===== config.mk =====
export PLATFORM = sky130hd
export DESIGN_NAME = traffic_conflict_monitor
export DESIGN_NICKNAME = d
export VERILOG_FILES = /design/src/rtl/traffic_conflict_monitor.sv
export SDC_FILE = /design/constraint.sdc
export NUM_CORES = 1
export LEC_CHECK = 0
export ABC_AREA = 1
export BUFFER_PORTS_ARGS = -buffer_cell sky130_fd_sc_hd__clkbuf_2
export CORE_MARGIN = 4
export CORE_UTILIZATION = 50
export CTS_CLUSTER_SIZE = 28
export DETAILED_ROUTE_END_ITERATION = 12
export GPL_TIMING_DRIVEN = 0
export PLACE_DENSITY = 0.66
export RECOVER_POWER = 50
export SYNTH_ARGS = -nofsm -noshare
export SYNTH_HDL_FRONTEND = slang
export SYNTH_SLANG_ARGS = --single-unit

===== constraint.sdc =====
create_clock -name clk -period 7.7 [get_ports clk]
set_clock_uncertainty 0.2 [all_clocks]
set_input_delay 0.385 -clock clk [delete_from_list [all_inputs] [get_ports clk]]
set_output_delay 0.385 -clock clk [all_outputs]
set_load 0.02 [all_outputs]

===== src/rtl/traffic_conflict_monitor.sv =====
// traffic_conflict_monitor
// Safety stage that sits between the traffic light controller and the lamp drivers.
// Legal lamp patterns are forwarded with one cycle of latency. Any illegal pattern
// latches a fault, and the lamps flash red until fault_clr arrives while no greens
// conflict and no invalid codes are present.
module traffic_conflict_monitor #(
  parameter int BLINK_DIV = 50_000_000,
  parameter int MIN_YEL   = 40_000_000
) (
  input  logic       clk,
  input  logic       reset,
  input  logic [1:0] north,
  input  logic [1:0] east,
  input  logic [1:0] south,
  input  logic [1:0] west,
  input  logic       fault_clr,
  output logic [7:0] lamp_out,
  output logic       fault,
  output logic [2:0] fault_code,
  output logic [7:0] fault_cnt
);

  localparam logic [1:0] LAMP_RED = 2'b00;
  localparam logic [1:0] LAMP_YEL = 2'b01;
  localparam logic [1:0] LAMP_GRN = 2'b10;
  localparam logic [1:0] LAMP_INV = 2'b11;

  localparam logic [0:0] ST_RUN   = 1'b0;
  localparam logic [0:0] ST_FAULT = 1'b1;

  localparam logic [25:0] MIN_YEL_C  = 26'(MIN_YEL);
  localparam logic [25:0] BLINK_LAST = 26'(BLINK_DIV - 1);
  localparam logic [25:0] YCNT_MAX   = '1;

  logic [0:0]       state;
  logic [3:0][1:0]  cur;
  logic [3:0][1:0]  prev;
  logic [25:0]      ycnt [4];
  logic [25:0]      blink_cnt;
  logic             blink_phase;
  logic [2:0]       green_cnt;
  logic             any_inv;
  logic             any_skip;
  logic             any_short;
  logic [2:0]       viol_code;
  logic             safe_to_clear;
  logic             clear_now;

  assign cur       = {north, east, south, west};
  assign fault     = (state == ST_FAULT);
  assign clear_now = (state == ST_FAULT) && fault_clr && safe_to_clear;

  // Classify the current inputs against the per-direction history; the lowest code has priority
  always_comb begin
    green_cnt = 3'd0;
    any_inv   = 1'b0;
    any_skip  = 1'b0;
    any_short = 1'b0;
    for (int d = 0; d < 4; d++) begin
      if (cur[d] == LAMP_GRN) green_cnt = green_cnt + 3'd1;
      if (cur[d] == LAMP_INV) any_inv = 1'b1;
      if (prev[d] == LAMP_GRN && cur[d] == LAMP_RED) any_skip = 1'b1;
      if (prev[d] == LAMP_YEL && cur[d] == LAMP_RED && ycnt[d] < MIN_YEL_C) any_short = 1'b1;
    end
    safe_to_clear = (green_cnt < 3'd2) && !any_inv;
    viol_code = 3'd0;
    if (green_cnt >= 3'd2) viol_code = 3'd1;
    else if (any_inv)      viol_code = 3'd2;
    else if (any_skip)     viol_code = 3'd3;
    else if (any_short)    viol_code = 3'd4;
  end

  // Track previous lamp code and saturating yellow run length per direction, restarted on fault exit
  always_ff @(posedge clk or posedge reset) begin
    if (reset) begin
      prev <= '0;
      for (int d = 0; d < 4; d++) ycnt[d] <= '0;
    end else begin
      prev <= cur;
      for (int d = 0; d < 4; d++) begin
        if (clear_now || cur[d] != LAMP_YEL) ycnt[d] <= '0;
        else if (ycnt[d] != YCNT_MAX)        ycnt[d] <= ycnt[d] + 26'd1;
      end
    end
  end

  // RUN/FAULT control: pass-through, fault latching, blink generation and gated clear
  always_ff @(posedge clk or posedge reset) begin
    if (reset) begin
      state       <= ST_RUN;
      lamp_out    <= 8'h00;
      fault_code  <= 3'd0;
      fault_cnt   <= 8'd0;
      blink_cnt   <= '0;
      blink_phase <= 1'b0;
    end else begin
      case (state)
        ST_RUN: begin
          if (viol_code != 3'd0) begin
            state       <= ST_FAULT;
            lamp_out    <= 8'h00;
            fault_code  <= viol_code;
            if (fault_cnt != 8'hFF) fault_cnt <= fault_cnt + 8'd1;
            blink_cnt   <= '0;
            blink_phase <= 1'b0;
          end else begin
            lamp_out <= cur;
          end
        end
        default: begin
          if (clear_now) begin
            state      <= ST_RUN;
            lamp_out   <= cur;
            fault_code <= 3'd0;
          end else if (blink_cnt == BLINK_LAST) begin
            blink_cnt   <= '0;
            blink_phase <= ~blink_phase;
            lamp_out    <= blink_phase ? 8'h00 : 8'hFF;
          end else begin
            blink_cnt <= blink_cnt + 26'd1;
            lamp_out  <= blink_phase ? 8'hFF : 8'h00;
          end
        end
      endcase
    end
  end

endmodule

==> out/qor.csv, run 1 <==
stage,metric,value,unit
drt,TritonRoute pass-1 iters,6,
power_and_ir_drop,worst-case vdd ir drop,0.148,mV
setup_path,Worst path top cell family by delay,buffers and inverters,
sta,Final WS setup,3.14,ns
sta,unrepaired setup endpoints after global routing,false,
clocking,H-tree levels,4,
power_and_ir_drop,Sw Share,27.7,%
synthesis,Yosys top cell area share,41.2,%
setup_path,Reg2Reg Depth,9,
synthesis,fraction of registers with async set/reset,100,%
setup_path,worst path required time,7.36,ns
min_path,hold path cells,1,
setup_path,crit path kind,in2async,
clocking,CTS Buf Count,17,
setup_path,crit path max fanout,127,
synthesis,Synth cell types,44,
sta,final setup violating endpoints,0,
floorplan,die area,21600,µm²
status,failing checks,"capacitance limit, slew limit",
synthesis,Synth Register Bits,159,
synthesis,Synth Area in XOR/XNOR,6.98,%
floorplan,core area,18800,µm²
drt,ANT nets after route,0,
global_routing,gr usage total,22.6,%
global_routing,first-pass GRT wire length,40.0,mm
global_routing,final global-route overflow total,0,
drt,met2 WL,10.9,mm
synthesis,sequential area share after synthesis,41.2,%
synthesis,largest family of logic cells by synthesized area,simple AND/OR/NAND/NOR gates,
placed_design,Post-DP HPWL,17.8,mm
global_routing,vias in the first global route,8222,
synthesis,Adder-Cell Fraction of Synth Area,1.17,%
floorplan,initial core utilization,51.3,%
drt,DRT met1 WL,11.4,mm
synthesis,Post-Synth Simple-Gate Area,36.2,%
sta,Fin Setup TNS,0,ns
drt,WL/cell,14.4,µm
final_layout,layout cell share with drive strength beyond 1,6.34,%
synthesis,"Top FF cell, synth",dfrtp_1,
setup_path,Critical Path Start Type,input port,
synthesis,top-count cell post-synth,nand2_1,
sta,slew of the pin with the lowest slew margin,3.08,ns
drt,met3 routed WL,989,µm
setup_path,worst-path cell chain,dlygate4sd3_1 -> clkbuf_1 -> clkinvlp_2 -> clkbuf_2,
synthesis,post-synthesis area per instance,7.34,µm²
global_routing,largest net degree at the start of global routing,128,
setup_path,Critical Path Max Stage Delay,2.28,ns
sta,fin crit share,59.2,%
setup_path,crit end category,asynchronous set/reset pin,
final_layout,Final nets,1396,
synthesis,Synth top cells by count,"315 x nand2_1, 190 x nor2_1, 159 x dfrtp_1, 134 x inv_1, 125 x nand3_1",
power_and_ir_drop,net switching power,542,µW
synthesis,Cells after Synth,1317,
synthesis,Synth area leaders,"dfrtp_1 41%, nand2_1 12%, nor2_1 7.4%",
setup_path,"Arr. time, crit path",4.22,ns
power_and_ir_drop,LEAKAGE,0.00470,µW
setup_path,Crit-path slowest cell,clkbuf_2,
sta,hold_ws,0.301,ns
floorplan,# IOs,31,
status,outcome,"complete, but fails checks",
clocking,clock sinks,159,
synthesis,Synth warnings,0,
sta,fmax,219,MHz
sta,"Slew Viols, Final",128,
sta,minimum clock period after layout,4.56,ns
sta,final hold viol count,0,
placed_design,pre-CTS setup slack,4.42,ns
min_path,hold crit path type,reg2reg,
drt,Initial DRC Count,564,
drt,Routed WL,23.8,mm
synthesis,Mapped Area,9660,µm²
synthesis,top cell type by total area after synthesis,dfrtp_1,
power_and_ir_drop,Clk pwr share,43.6,%
setup_path,Levels on crit path,4,
synthesis,mux share of post-synthesis cell area,0,%
placed_design,PortBufs,30,
job,Max Cap Violations,1,
floorplan,DIE HEIGHT,147,µm
power_and_ir_drop,internal cell power,1410,µW
drt,vias,8651,
floorplan,Die Wd,147,µm
synthesis,compound-cell area share of the yosys netlist,7.42,%
sta,Slew headroom,-105,%
clocking,clk slew on worst S/H paths,0.06,ns
clocking,CTS resizes,0,
synthesis,"EDFF count, synth",0,
clocking,CTS tree,yes,
clocking,Root Driver,clkbuf_16,
drt,mean number of vias per cell,5.24,
power_and_ir_drop,Gate power share,10.1,%
setup_path,worst path bufs/invs,4,
floorplan,standard-cell rows,50,
synthesis,syn_nets,1337,
drt,top layer reached by signal wires,met4,
clocking,clock buffer depth,2,
drt,DRC Markers,0,
clocking,Worst-Skew Late Latency,0.44,ns
global_routing,initial antenna violation count,1,
final_layout,final core utilization,57.3,%
clocking,cts hold-fix bufs,9,
placed_design,GP Congestion,0.938,
clocking,post-CTS setup buffers,0,
power_and_ir_drop,power per cell area,181,nW/µm²
final_layout,P&R area growth vs syn,11.7,%
power_and_ir_drop,Seq pwr share,46.3,%
final timing paths:
path	from	end	slack (ns)
worst min register to register	ycnt[85]	ycnt[85]	0.30
max in group clk	west[1]	lamp_out[0]	4.21
worst max-delay path	reset	ycnt[8]	3.14
worst min-delay path	ycnt[85]	ycnt[85]	0.30
worst max register to register	blink_cnt[0]	lamp_out[0]	4.94
min in group asynchronous	reset	ycnt[56]	0.59
cell families after synthesis:
group | Yosys count
xor gates and xnor gates | 77
adders and majority gates | 9
buffers and inverters | 170
and+or+nand+nor | 772
DFF | 159
AOI/OAI and AO/OA | 130
power by group through the flow:
stage	registers [µW]	clock network, µW	logic (µW)
after floorplan	928	0	128
after global placement	919	0	196
after detailed placement	919	0	203
after CTS	904	866	207
after global routing	911	903	224
final	905	852	198
routing by layer:
layer | vias up | GRT usage, %
li1 | 4437 | -
met1 | 3988 | 31.8
met2 | 186 | 35.7
met3 | 40 | 4.07
met4 | 0 | 6.80
met5 | - | 0
cell type report:
| type | count | area [µm²] |
|---|---|---|
| antenna | 1 | 2.50 |
| buffer | 29 | 153 |
| clock buffer | 18 | 429 |
| clock inverter | 14 | 159 |
| fill | 1823 | 8040 |
| inverter | 141 | 531 |
| multi-input combinational | 988 | 5000 |
| sequential | 159 | 3980 |
| tap | 260 | 325 |
| timing repair buffer | 40 | 211 |
cell usage in the layout (no fill, tap or decap), types with 5 or more instances in the layout:
cell type | Yosys | routed
nand2_1 | 315 | 315
nor2_1 | 190 | 190
dfrtp_1 | 159 | 159
inv_1 | 134 | 133
nand3_1 | 125 | 125
xor2_1 | 57 | 57
a21oi_1 | 49 | 49
clkbuf_1 | 13 | 41
nor3_1 | 38 | 38
o21ai_0 | 37 | 37
nand4_1 | 33 | 33
nor4_1 | 24 | 24
xnor2_1 | 20 | 20
clkbuf_16 | 0 | 17
o21ai_1 | 13 | 13
buf_2 | 11 | 11
a31oi_1 | 11 | 11
o31ai_1 | 9 | 9
ha_1 | 9 | 9
dlygate4sd3_1 | 0 | 9
nor2_2 | 7 | 7
inv_2 | 6 | 6
nor3b_1 | 6 | 6
clkinvlp_4 | 0 | 6
nand3b_1 | 5 | 5
or2_1 | 5 | 5
sequential cells by signal, indices dropped and copies added (netlist names):
| register | flops |
|---|---|
| ycnt | 104 |
| blink_cnt | 26 |
| fault_cnt | 8 |
| lamp_out | 8 |
| prev | 8 |
| fault_code | 3 |
| blink_phase | 1 |
| fault | 1 |
metrics by stage:
| step | instance area, µm² | cells | power, µW |
|---|---|---|---|
| 2_1_floorplan | 9660 | 1317 | 1060 |
| 3_3_place_gp | 10100 | 1607 | 1120 |
| 3_5_place_dp | 10200 | 1608 | 1120 |
| 4_1_cts | 10900 | 1649 | 1980 |
| 5_1_grt | 10800 | 1650 | 2040 |
| 6_report | 10800 | 1650 | 1960 |
(Power assumes the default switching activity.)
==> run 2: changes to the inputs <==
ABC_AREA = 0   (was 1)
PLACE_DENSITY = 0.69   (was 0.66)
clock period = 3.8 ns   (was 7.7 ns; I/O delays follow)
==> run 2 against run 1 <==
Compared with the run above: the flow still finishes with violations (capacitance limit, slew limit); synthesized cell count fell by 30%; register-to-register slack got worse by 3.9 ns; clock-buffer cell count rose by 4; hold slack got worse by 0.039 ns; combinational power rose by 140%; global-route usage fell by 2.7 points; critical path type is now in2reg; critical endpoint is now blink_cnt[16].
==> out/qor.csv, run 2 <==
stage,metric,value,unit,change
sta,final setup violating endpoints,0,,unchanged
synthesis,"Top FF cell, synth",dfrtp_1,,
synthesis,Mapped Area,8550,µm²,-11%
placed_design,GP Congestion,0.845,,-9.9%
power_and_ir_drop,internal cell power,3100,µW,+120%
placed_design,Post-DP HPWL,12.8,mm,-28%
clocking,H-tree levels,4,,unchanged
power_and_ir_drop,total power,4160,µW,+110%
global_routing,final global-route overflow total,0,,unchanged
setup_path,"Arr. time, crit path",3.67,ns,-0.55 ns
global_routing,first-pass GRT wire length,32.1,mm,-20%
clocking,Root Driver,clkbuf_16,,
global_routing,gr usage total,19.8,%,-2.7 points
power_and_ir_drop,net switching power,1060,µW,+96%
drt,Initial DRC Count,564,,unchanged
synthesis,top cell type by total area after synthesis,dfrtp_1,,
final_layout,Reg with most FFs,ycnt,,
final_layout,max FFs per register,104,,unchanged
drt,Routed WL,18.5,mm,-22%
floorplan,Die Wd,139,µm,-5.6%
placed_design,PortBufs,30,,unchanged
power_and_ir_drop,LEAKAGE,0.00403,µW,-14%
synthesis,Synth cell types,65,,+48%
synthesis,"EDFF count, synth",0,,unchanged
clocking,CTS Buf Count,17,,unchanged
floorplan,initial core utilization,51.2,%,-0.11 points
power_and_ir_drop,Seq pwr share,45.4,%,-0.9 points
drt,ANT nets after route,0,,unchanged
synthesis,syn_nets,944,,-29%
sta,slew of the pin with the lowest slew margin,2.02,ns,-1.06 ns
final_layout,largest registers,"ycnt x104, blink_cnt x26",,
drt,TritonRoute pass-1 iters,5,,-1
synthesis,top-count cell post-synth,dfrtp_1,,
clocking,post-CTS setup buffers,0,,unchanged
power_and_ir_drop,Gate power share,11.2,%,+1.1 points
final_layout,"commonest cells after routing, fill and taps aside","159 x dfrtp_1, 145 x nor2_1, 65 x nand2_1, 65 x nand3_1, 47 x xor2_1",,
power_and_ir_drop,Sw Share,25.6,%,-2.2 points
job,Max Cap Violations,2,,+1
sta,Fin Setup TNS,0,ns,unchanged
floorplan,DIE HEIGHT,139,µm,-5.6%
sta,"Slew Viols, Final",78,,-39%
setup_path,Critical Path Start Type,input port,,
drt,vias,6890,,-20%
synthesis,sequential area share after synthesis,46.5,%,+5.3 points
sta,fmax,284,MHz,
clocking,clock buffer depth,2,,unchanged
power_and_ir_drop,Clk pwr share,43.4,%,-0.2 points
sta,final hold viol count,0,,unchanged
setup_path,worst reg2reg setup slack,1.01,ns,-3.93 ns
setup_path,worst path required time,3.95,ns,-3.41 ns
floorplan,core area,16700,µm²,-11%
power_and_ir_drop,worst-case vdd ir drop,0.317,mV,+110%
status,outcome,"complete, but fails checks",,
drt,WL/cell,15.2,µm,+5.3%
setup_path,crit end category,flop,,
min_path,hold crit path type,in2reg,,
final_layout,"Cell Count, Final, Fillers Out",1220,,-26%
drt,mean number of vias per cell,5.65,,+7.7%
synthesis,post-synthesis area per instance,9.26,µm²,+26%
sta,minimum clock period after layout,3.52,ns,
setup_path,crit path max fanout,10,,-92%
clocking,clk slew on worst S/H paths,0.06,ns,about the same
global_routing,initial antenna violation count,1,,unchanged
synthesis,Yosys top cell area share,46.5,%,+5.3 points
clocking,clock sinks,159,,unchanged
floorplan,die area,19300,µm²,-11%
synthesis,Synth top cells by count,"159 x dfrtp_1, 145 x nor2_1, 65 x nand2_1, 65 x nand3_1, 47 x xor2_1",,
synthesis,fraction of registers with async set/reset,100,%,unchanged
synthesis,Synth warnings,0,,unchanged
final_layout,Final nets,1006,,-28%
global_routing,vias in the first global route,6576,,-20%
final_layout,fillers,1497,,-18%
final_layout,layout cell share with drive strength beyond 1,7.21,%,+0.87 points
floorplan,standard-cell rows,47,,-6.0%
final_layout,P&R area growth vs syn,13.7,%,
floorplan,# IOs,31,,unchanged
sta,fin crit share,92.6,%,
drt,DRC Markers,0,,unchanged
sta,Slew headroom,-34.5,%,+71 points
setup_path,crit path kind,in2reg,,
synthesis,Cells after Synth,924,,-30%
min_path,hold path cells,5,,+4
synthesis,Synth Register Bits,159,,unchanged
sta,unrepaired setup endpoints after global routing,false,,
setup_path,Reg2Reg Depth,8,,-1
placed_design,placed cells,1178,,-27%
status,failing checks,"capacitance limit, slew limit",,
clocking,CTS tree,yes,,
global_routing,largest net degree at the start of global routing,43,,-66%
power_and_ir_drop,power per cell area,428,nW/µm²,+140%
clocking,Worst-Skew Late Latency,0.43,ns,about the same
final_layout,"most common cell after layout, fill and taps aside",dfrtp_1,,
synthesis,Synth area leaders,"dfrtp_1 47%, nor2_1 6.4%, xor2_1 4.8%",,
[run 2: cell count changes after synthesis, moves of 11 or more]
cell and delta:
xnor2_1 +24, nand3_1 -60, nor2_1 -45, and4_1 +11
and3_1 +34, a21oi_1 -37, inv_1 -105, a22o_1 +14
nand2_1 -250
[run 2: final timing paths]
kind,endpoint,from
setup reg to reg,lamp_out[6],ycnt[21]
hold / removal,fault_code[0],fault_clr
min in group asynchronous,ycnt[38],reset
max in group asynchronous,blink_phase,reset
hold reg to reg,blink_cnt[21],blink_cnt[21]
setup / recovery,blink_cnt[16],west[0]
[run 2: kinds of logic (layout without fill, tap and decap cells)]
logic type	after synthesis	in the layout	synth area share, %
AOI/OAI and AO/OA	118	118	9.76
xor gates and xnor gates	91	91	9.32
adders and majority gates	9	9	1.32
buffers and inverters	65	140	3.25
DFF	159	159	46.5
muxes	17	17	2.09
other	0	1	0
and+or+nand+nor	465	465	27.7
[run 2: layout make-up]
class | instances | area [µm²] | area share [%]
Antenna cell | 1 | 2.50 | 0.0257
Sequential cell | 159 | 3980 | 40.9
Multi-Input combinational cell | 700 | 4300 | 44.2
Buffer | 35 | 165 | 1.70
Inverter | 30 | 114 | 1.17
Timing Repair Buffer | 43 | 267 | 2.74
Clock buffer | 22 | 464 | 4.77
Clock inverter | 10 | 160 | 1.65
Tap cell | 220 | 275 | 2.83
[run 2: timing repair]
action	in CTS	in global routing
hold buffers	9	0
setup endpoints to repair	0	0
resized for setup	0	0
endpoints found under the hold margin	39	0
[run 2: critical path: stages]
cell and delay, ns:
dlygate4sd3_1 0.53, clkbuf_2 0.17, inv_1 0.09, nand2_1 0.07, ha_1 0.33, or3b_1 0.39
nand2_1 0.08, ha_1 0.16, xor2_1 0.07, a41oi_1 0.38, or2_2 0.18, buf_2 0.22
clkbuf_1 0.46, a21boi_0 0.17, o2bb2ai_1 0.17
[run 2: routing by layer]
metal / vias to the layer above / GRT usage, % / part of all wire, %
met1: 3313 / 28.2 / 49
met4: 0 / 5.87 / 1.7
met3: 30 / 4.31 / 3.6
met5: - / 0 / 0
met2: 122 / 30.8 / 46
li1: 3425 / - / -
[run 2: through the flow]
step | hold WS (ns) | instance area [µm²] | setup slack (ns) | util [%]
after detailed placement | 0.0941 | 9060 | 0.420 | 54.3
after global placement | 0.159 | 8980 | 0.393 | 53.8
after floorplan | 0.0214 | 8560 | 0.985 | -
after CTS | 0.190 | 9780 | 0.309 | 58.5
final | 0.262 | 9720 | 0.282 | 58.2
after global routing | 0.296 | 9720 | 0.0400 | 58.2
[run 2: power groups by stage]
stage                     Sequential (µW)  Clock (µW)  Combinational [µW]
after detailed placement             1920           0                 482
final                                1890        1810                 466
after floorplan                      1960           0                 273
after global routing                 1910        1910                 521
after CTS                            1890        1840                 489
after global placement               1920           0                 461
